<file path="config.mk">
export PLATFORM = sky130hd
export DESIGN_NAME = sprite_motion_ctrl
export DESIGN_NICKNAME = d
export VERILOG_FILES = /design/src/rtl/sprite_pkg.sv /design/src/rtl/sprite_motion_ctrl_bounce_axis.sv /design/src/rtl/sprite_motion_ctrl.sv
export SDC_FILE = /design/constraint.sdc
export NUM_CORES = 1
export LEC_CHECK = 0
export ABC_AREA = 1
export CAP_MARGIN = 10
export CELL_PAD_IN_SITES_DETAIL_PLACEMENT = 2
export CELL_PAD_IN_SITES_GLOBAL_PLACEMENT = 2
export CORE_ASPECT_RATIO = 0.75
export CORE_MARGIN = 1
export CORE_UTILIZATION = 26
export CTS_CLUSTER_SIZE = 28
export DETAILED_ROUTE_END_ITERATION = 12
export GPL_ROUTABILITY_DRIVEN = 0
export GPL_TIMING_DRIVEN = 0
export PLACE_DENSITY = 0.87
export SYNTH_ARGS = -nofsm -noshare
export SYNTH_HDL_FRONTEND = slang
export SYNTH_HIERARCHICAL = 1
export SYNTH_SLANG_ARGS = --single-unit
export TNS_END_PERCENT = 100
</file>
<file path="constraint.sdc">
create_clock -name pixel_clk_in -period 1.7 [get_ports pixel_clk_in]
set_clock_uncertainty 0.2 [all_clocks]
set_input_delay 0.34 -clock pixel_clk_in [delete_from_list [all_inputs] [get_ports pixel_clk_in]]
set_output_delay 0.34 -clock pixel_clk_in [all_outputs]
set_load 0.05 [all_outputs]
</file>
<file path="src/rtl/sprite_pkg.sv">
// rtl/sprite_pkg.sv - shared screen geometry, position widths and motion state type
// Contents: SCREEN_W/SCREEN_H active area, X_W/Y_W position widths, motion_state_t.
package sprite_pkg;

    localparam int SCREEN_W = 1280;
    localparam int SCREEN_H = 720;
    localparam int X_W      = 11;
    localparam int Y_W      = 10;

    typedef enum logic [0:0] {
        MOVE = 1'b0,
        POP  = 1'b1
    } motion_state_t;

endpackage

</file>
<file path="src/rtl/sprite_motion_ctrl_bounce_axis.sv">
// rtl/sprite_motion_ctrl_bounce_axis.sv - one bouncing axis: position and direction
// Parameters: LIMIT screen extent, SIZE sprite extent, SPEED step per strobe,
//             INIT reset position, W position width.
// Ports: clk, rst_n (async active-low), step (advance strobe), pos (registered position).
module bounce_axis
    import sprite_pkg::*;
#(
    parameter int LIMIT = 1280,
    parameter int SIZE  = 256,
    parameter int SPEED = 2,
    parameter int INIT  = 0,
    parameter int W     = 11
) (
    input  logic         clk,
    input  logic         rst_n,
    input  logic         step,
    output logic [W-1:0] pos
);

    // Far-wall reach is computed one bit wider so pos+SPEED+SIZE never wraps.
    logic         dir_neg;
    logic [W:0]   reach;
    logic         hit_far;
    logic         hit_near;

    assign reach    = {1'b0, pos} + (W+1)'(SPEED) + (W+1)'(SIZE);
    assign hit_far  = reach > (W+1)'(LIMIT);
    assign hit_near = {1'b0, pos} < (W+1)'(SPEED);

    always_ff @(posedge clk or negedge rst_n) begin
        if (!rst_n) begin
            pos     <= W'(INIT);
            dir_neg <= 1'b0;
        end else if (step) begin
            if (!dir_neg) begin
                // Also catches an out-of-range INIT: clamp and turn back.
                if (hit_far) begin
                    pos     <= W'(LIMIT - SIZE);
                    dir_neg <= 1'b1;
                end else begin
                    pos <= pos + W'(SPEED);
                end
            end else begin
                if (hit_near) begin
                    pos     <= '0;
                    dir_neg <= 1'b0;
                end else begin
                    pos <= pos - W'(SPEED);
                end
            end
        end
    end

endmodule

</file>
<file path="src/rtl/sprite_motion_ctrl.sv">
// rtl/sprite_motion_ctrl.sv - sprite position bouncer with frame-aligned pop freeze
// Optional build macro: SPRITE_MOTION_FRAME_DETECT_EN (derive frame tick from hcount/vcount).
// Ports: pixel_clk_in, rst_n_in (async active-low), hcount_in, vcount_in, new_frame_in,
//        run_in, pop_trigger_in; x_out, y_out, pop_out (registered), busy_out (POP state).
module sprite_motion_ctrl
    import sprite_pkg::*;
#(
    parameter int WIDTH      = 256,
    parameter int HEIGHT     = 256,
    parameter int SPEED_X    = 2,
    parameter int SPEED_Y    = 1,
    parameter int X_INIT     = 0,
    parameter int Y_INIT     = 0,
    parameter int POP_FRAMES = 30
) (
    input  logic           pixel_clk_in,
    input  logic           rst_n_in,
    input  logic [10:0]    hcount_in,
    input  logic [9:0]     vcount_in,
    input  logic           new_frame_in,
    input  logic           run_in,
    input  logic           pop_trigger_in,
    output logic [X_W-1:0] x_out,
    output logic [Y_W-1:0] y_out,
    output logic           pop_out,
    output logic           busy_out
);

    localparam int CW = (POP_FRAMES > 1) ? $clog2(POP_FRAMES) : 1;

    logic          ft;
    motion_state_t state_q, state_d;
    logic [CW-1:0] cnt_q, cnt_d;
    logic          latch_q, latch_d;
    logic          pop_d;
    logic          trig_seen;
    logic          step;

`ifdef SPRITE_MOTION_FRAME_DETECT_EN
    // Rising edge of "first pixel of vertical blanking" so the tick fires once per frame.
    logic at_vblank, at_vblank_q;
    logic unused_new_frame;

    assign at_vblank        = (hcount_in == 11'd0) && (vcount_in == 10'(SCREEN_H));
    assign ft               = at_vblank & ~at_vblank_q;
    assign unused_new_frame = new_frame_in;

    always_ff @(posedge pixel_clk_in or negedge rst_n_in) begin
        if (!rst_n_in) at_vblank_q <= 1'b0;
        else           at_vblank_q <= at_vblank;
    end
`else
    logic unused_counts;

    assign ft            = new_frame_in;
    assign unused_counts = ^{hcount_in, vcount_in};
`endif

    // A trigger arriving on the tick cycle itself still counts for that tick.
    assign trig_seen = latch_q | (pop_trigger_in & (state_q == MOVE));

    always_ff @(posedge pixel_clk_in or negedge rst_n_in) begin
        if (!rst_n_in) state_q <= MOVE;
        else           state_q <= state_d;
    end

    always_comb begin
        state_d = state_q;
        case (state_q)
            MOVE: if (ft && trig_seen)        state_d = POP;
            POP:  if (ft && (cnt_q == '0))    state_d = MOVE;
            default:                          state_d = MOVE;
        endcase
    end

    always_comb begin
        latch_d = latch_q;
        cnt_d   = cnt_q;
        pop_d   = pop_out;
        step    = 1'b0;
        if (ft)
            latch_d = 1'b0;
        else if ((state_q == MOVE) && pop_trigger_in)
            latch_d = 1'b1;
        case (state_q)
            MOVE: begin
                if (ft) begin
                    if (trig_seen) begin
                        pop_d = 1'b1;
                        cnt_d = CW'(POP_FRAMES - 1);
                    end else begin
                        step = run_in;
                    end
                end
            end
            POP: begin
                if (ft) begin
                    if (cnt_q != '0) cnt_d = cnt_q - 1'b1;
                    else             pop_d = 1'b0;
                end
            end
            default: ;
        endcase
    end

    always_ff @(posedge pixel_clk_in or negedge rst_n_in) begin
        if (!rst_n_in) begin
            latch_q <= 1'b0;
            cnt_q   <= '0;
            pop_out <= 1'b0;
        end else begin
            latch_q <= latch_d;
            cnt_q   <= cnt_d;
            pop_out <= pop_d;
        end
    end

    assign busy_out = (state_q == POP);

    bounce_axis #(
        .LIMIT (SCREEN_W),
        .SIZE  (WIDTH),
        .SPEED (SPEED_X),
        .INIT  (X_INIT),
        .W     (X_W)
    ) u_axis_x (
        .clk   (pixel_clk_in),
        .rst_n (rst_n_in),
        .step  (step),
        .pos   (x_out)
    );

    bounce_axis #(
        .LIMIT (SCREEN_H),
        .SIZE  (HEIGHT),
        .SPEED (SPEED_Y),
        .INIT  (Y_INIT),
        .W     (Y_W)
    ) u_axis_y (
        .clk   (pixel_clk_in),
        .rst_n (rst_n_in),
        .step  (step),
        .pos   (y_out)
    );

endmodule

</file>
==> reports/qor.csv <==
metric,value,unit
status,finished with violations,
failing checks,setup timing,
CP peak stage delay,540,ps
Pwr Density,2404,mW/mm²
Clock Latency Late Sink,280,ps
Final Hold Violating Endpoints,0,
H-tree depth,2,
CP Max Fanout,5,
Die Span Y,90.05,µm
synth warn,6,
CORE AREA,0.009852,mm²
Die ar.,0.01075,mm²
setup TNS,-7336,ps
Synth top cells by count,"93 x nand2_1, 66 x nor2_1, 51 x inv_1, 30 x dfrtp_1, 22 x nand3_1",
Hold Path Origin,pop_out,
Hold WC Path Type,reg -> reg,
syn nets,430,
initial antenna violation count,0,
# port buffers,26,
Diodes inserted,0,
HPWL after DPL,6902,µm
sequential area share after synthesis,0.2793,
syn_area_per_cell,6.736,µm²
worst path arrival time,2090,ps
Cells on Worst Hold Path,2,
clk sinks,30,
share of cells above drive strength 1,0.4425,
ys async rst share,1.000,
P_leak,1.775,nW
MaxCap Viol Count,0,
reg2reg path depth,13,
Routed Antenna Nets,0,
cell taking the most area after synthesis,dfrtp_1,
CP cell instances,ha_4 -> nand2_4 -> inv_4 -> nand3_2 -> nand2_1 -> nand2_2 -> nand2_2 -> nor2_4 -> nand3_4 -> buf_6 -> nand3_4 -> nand3_2 -> nand2_1,
Synth Flop Type,dfrtp_1,
cts bufs inserted,5,
first-pass GRT wire length,17240,µm
Register Area,775.7,µm²
Yosys cell types,35,
routed wire length,10490,µm
die width,119.4,µm
Initial Util,0.2728,
Max Slew Vio Count,0,
GRT Total Usage,0.2028,
Worst setup EP type,flop,
reg2reg start,u_axis_x/pos[1],
synthesized area,0.002688,mm²
Synth top area share,0.2793,
drt first-iter violations,56,
CP startpoint kind,flop,
worst hold path endpoint,pop_out,
Via density,4.868,
crit path time final,2072,ps
Mapped Cells,399,
CP Class,reg -> reg,
Final Total Pwr,9.463,mW
CTS tree,done,
FF-to-FF setup slack,-370,ps
residual DRC count,0,
Worst Tran Pin Value,761.9,ps
RSZ-0062 raised after global routing,true,
Critical R2R Capture,u_axis_x/pos[1],
DRT Pass-1 Iters,5,
"count leader, synth",nand2_1,
"top cells by area, synth","dfrtp_1 28%, nand2_1 13%, nor2_1 9.2%",
CTS root buf,clkbuf_16,
vias post-DR,2887,
CTS Buffer Depth,2,
final setup violation count,22,
Rel. slew slack,0.4920,
Site Rows,31,
Final #Nets,491,
cell at the slowest stage of the critical path,dfrtp_4,
"Period Utilization, post-route",1.219,
vias in the first global route,3305,
Required @ worst endpoint,1720,ps
total grt overflow,0,
maximum vdd drop,1.104,mV
Area growth syn-to-layout,46.46,%
Fill cells,1151,
"EDFF count, synth",0,
"Clk pin slew, worst setup/hold paths",50,ps
Synth Register Bits,30,
pin count of the biggest net entering global routing,31,
fmax,0.4826,GHz
DR WL/cell,17.69,µm
setup ws final,-372.3,ps
IO Pins,49,
Multi-input gate area,0.002073,mm²
metrics by stage:
stage,instance area [µm²],hold WS (ps),setup WS [ps],util,cells
6_report,3936,277.3,-372.3,0.3995,593
5_1_grt,3936,332.4,-453.3,0.3995,593
4_1_cts,3845,283.2,-324.5,0.3903,588
3_5_place_dp,3216,252.6,-1154,0.3264,557
3_3_place_gp,3221,262.6,-1061,0.3269,557
2_1_floorplan,2795,-155.6,-226.2,-,399
worst max-delay path: cells and delay by family, from the launching register on:
| family | cells | cell delay, ps |
|---|---|---|
| flip-flops | 1 | 540 |
| buffers and inverters | 2 | 200 |
| adder cells (fa/ha/maj) | 1 | 200 |
| AND/OR/NAND/NOR | 10 | 880 |
registers in the layout (all words and copies together) (netlist names):
register	flops
cnt_q	5
busy_out	1
u_axis_y/dir_neg	1
latch_q	1
pop_out	1
u_axis_y/pos	10
u_axis_x/pos	10
u_axis_x/dir_neg	1
cell families after synthesis:
kind of cell	synth area share
buffers and inverters	0.1057
adder cells (fa/ha/maj)	0.02328
AND/OR/NAND/NOR	0.3943
AO/OA/AOI/OAI	0.1373
XOR/XNOR	0.05866
other	0.001395
flip-flops	0.2793
layer usage:
layer	track usage	wire length [µm]	share of wire
met1	0.2623	4823	0.46
met2	0.3522	5172	0.49
met3	0.03617	374	0.036
met4	0.04063	123	0.012
met5	0	0	0
what timing repair did:
action	CTS	global route
endpoints found under the setup margin	44	27
pin swaps	26	17
buffers inserted	22	5
hold buffers	1	0
resized for setup	149	29
endpoints found under the hold margin	30	0
final cells by class:
cell class,instances,share of cell area
clock inverter,1,0.001271
clock buffer,7,0.03624
buffer,11,0.02543
sequential,30,0.1971
multi-input combinational,306,0.5267
timing repair buffer,54,0.1192
tap,132,0.04196
inverter,52,0.05213
how the worst max path moves through the flow:
stage,startpoint,endpoint,slack [ps],cells past startpoint
final,u_axis_x/pos[1],u_axis_x/pos[1],-370,13
after global routing,u_axis_x/pos[1],u_axis_x/pos[1],-450,13
after CTS,u_axis_x/pos[1],u_axis_x/pos[5],-320,11
after detailed placement,new_frame_in,u_axis_x/pos[5],-1150,7
after global placement,new_frame_in,u_axis_x/pos[5],-1060,7
after floorplan,u_axis_y/pos[1],u_axis_y/pos[0],-230,12
cells in the final DEF, fill, tap and decap left out, drive strengths merged, types with 2 or more instances in the layout:
| cell | count |
|---|---|
| nand3b | 2 |
| nand2 | 110 |
| o211ai | 4 |
| xnor2 | 3 |
| clkdlybuf4s15 | 12 |
| dfrtp | 30 |
| a21oi | 30 |
| clkdlybuf4s50 | 2 |
| nor2 | 72 |
| nand4 | 5 |
| inv | 52 |
| clkbuf | 11 |
| xor2 | 15 |
| ha | 5 |
| a31oi | 3 |
| buf | 44 |
| nand3 | 30 |
| o21ai | 19 |
| nor3 | 4 |
power breakdown:
| group | total [mW] | internal, mW | switching (mW) |
|---|---|---|---|
| logic | 6.89 | 2.43 | 4.46 |
| clock network | 0.926 | 0.581 | 0.345 |
| registers | 1.65 | 1.11 | 0.540 |
No activity file was read; power rests on OpenSTA's default activity.
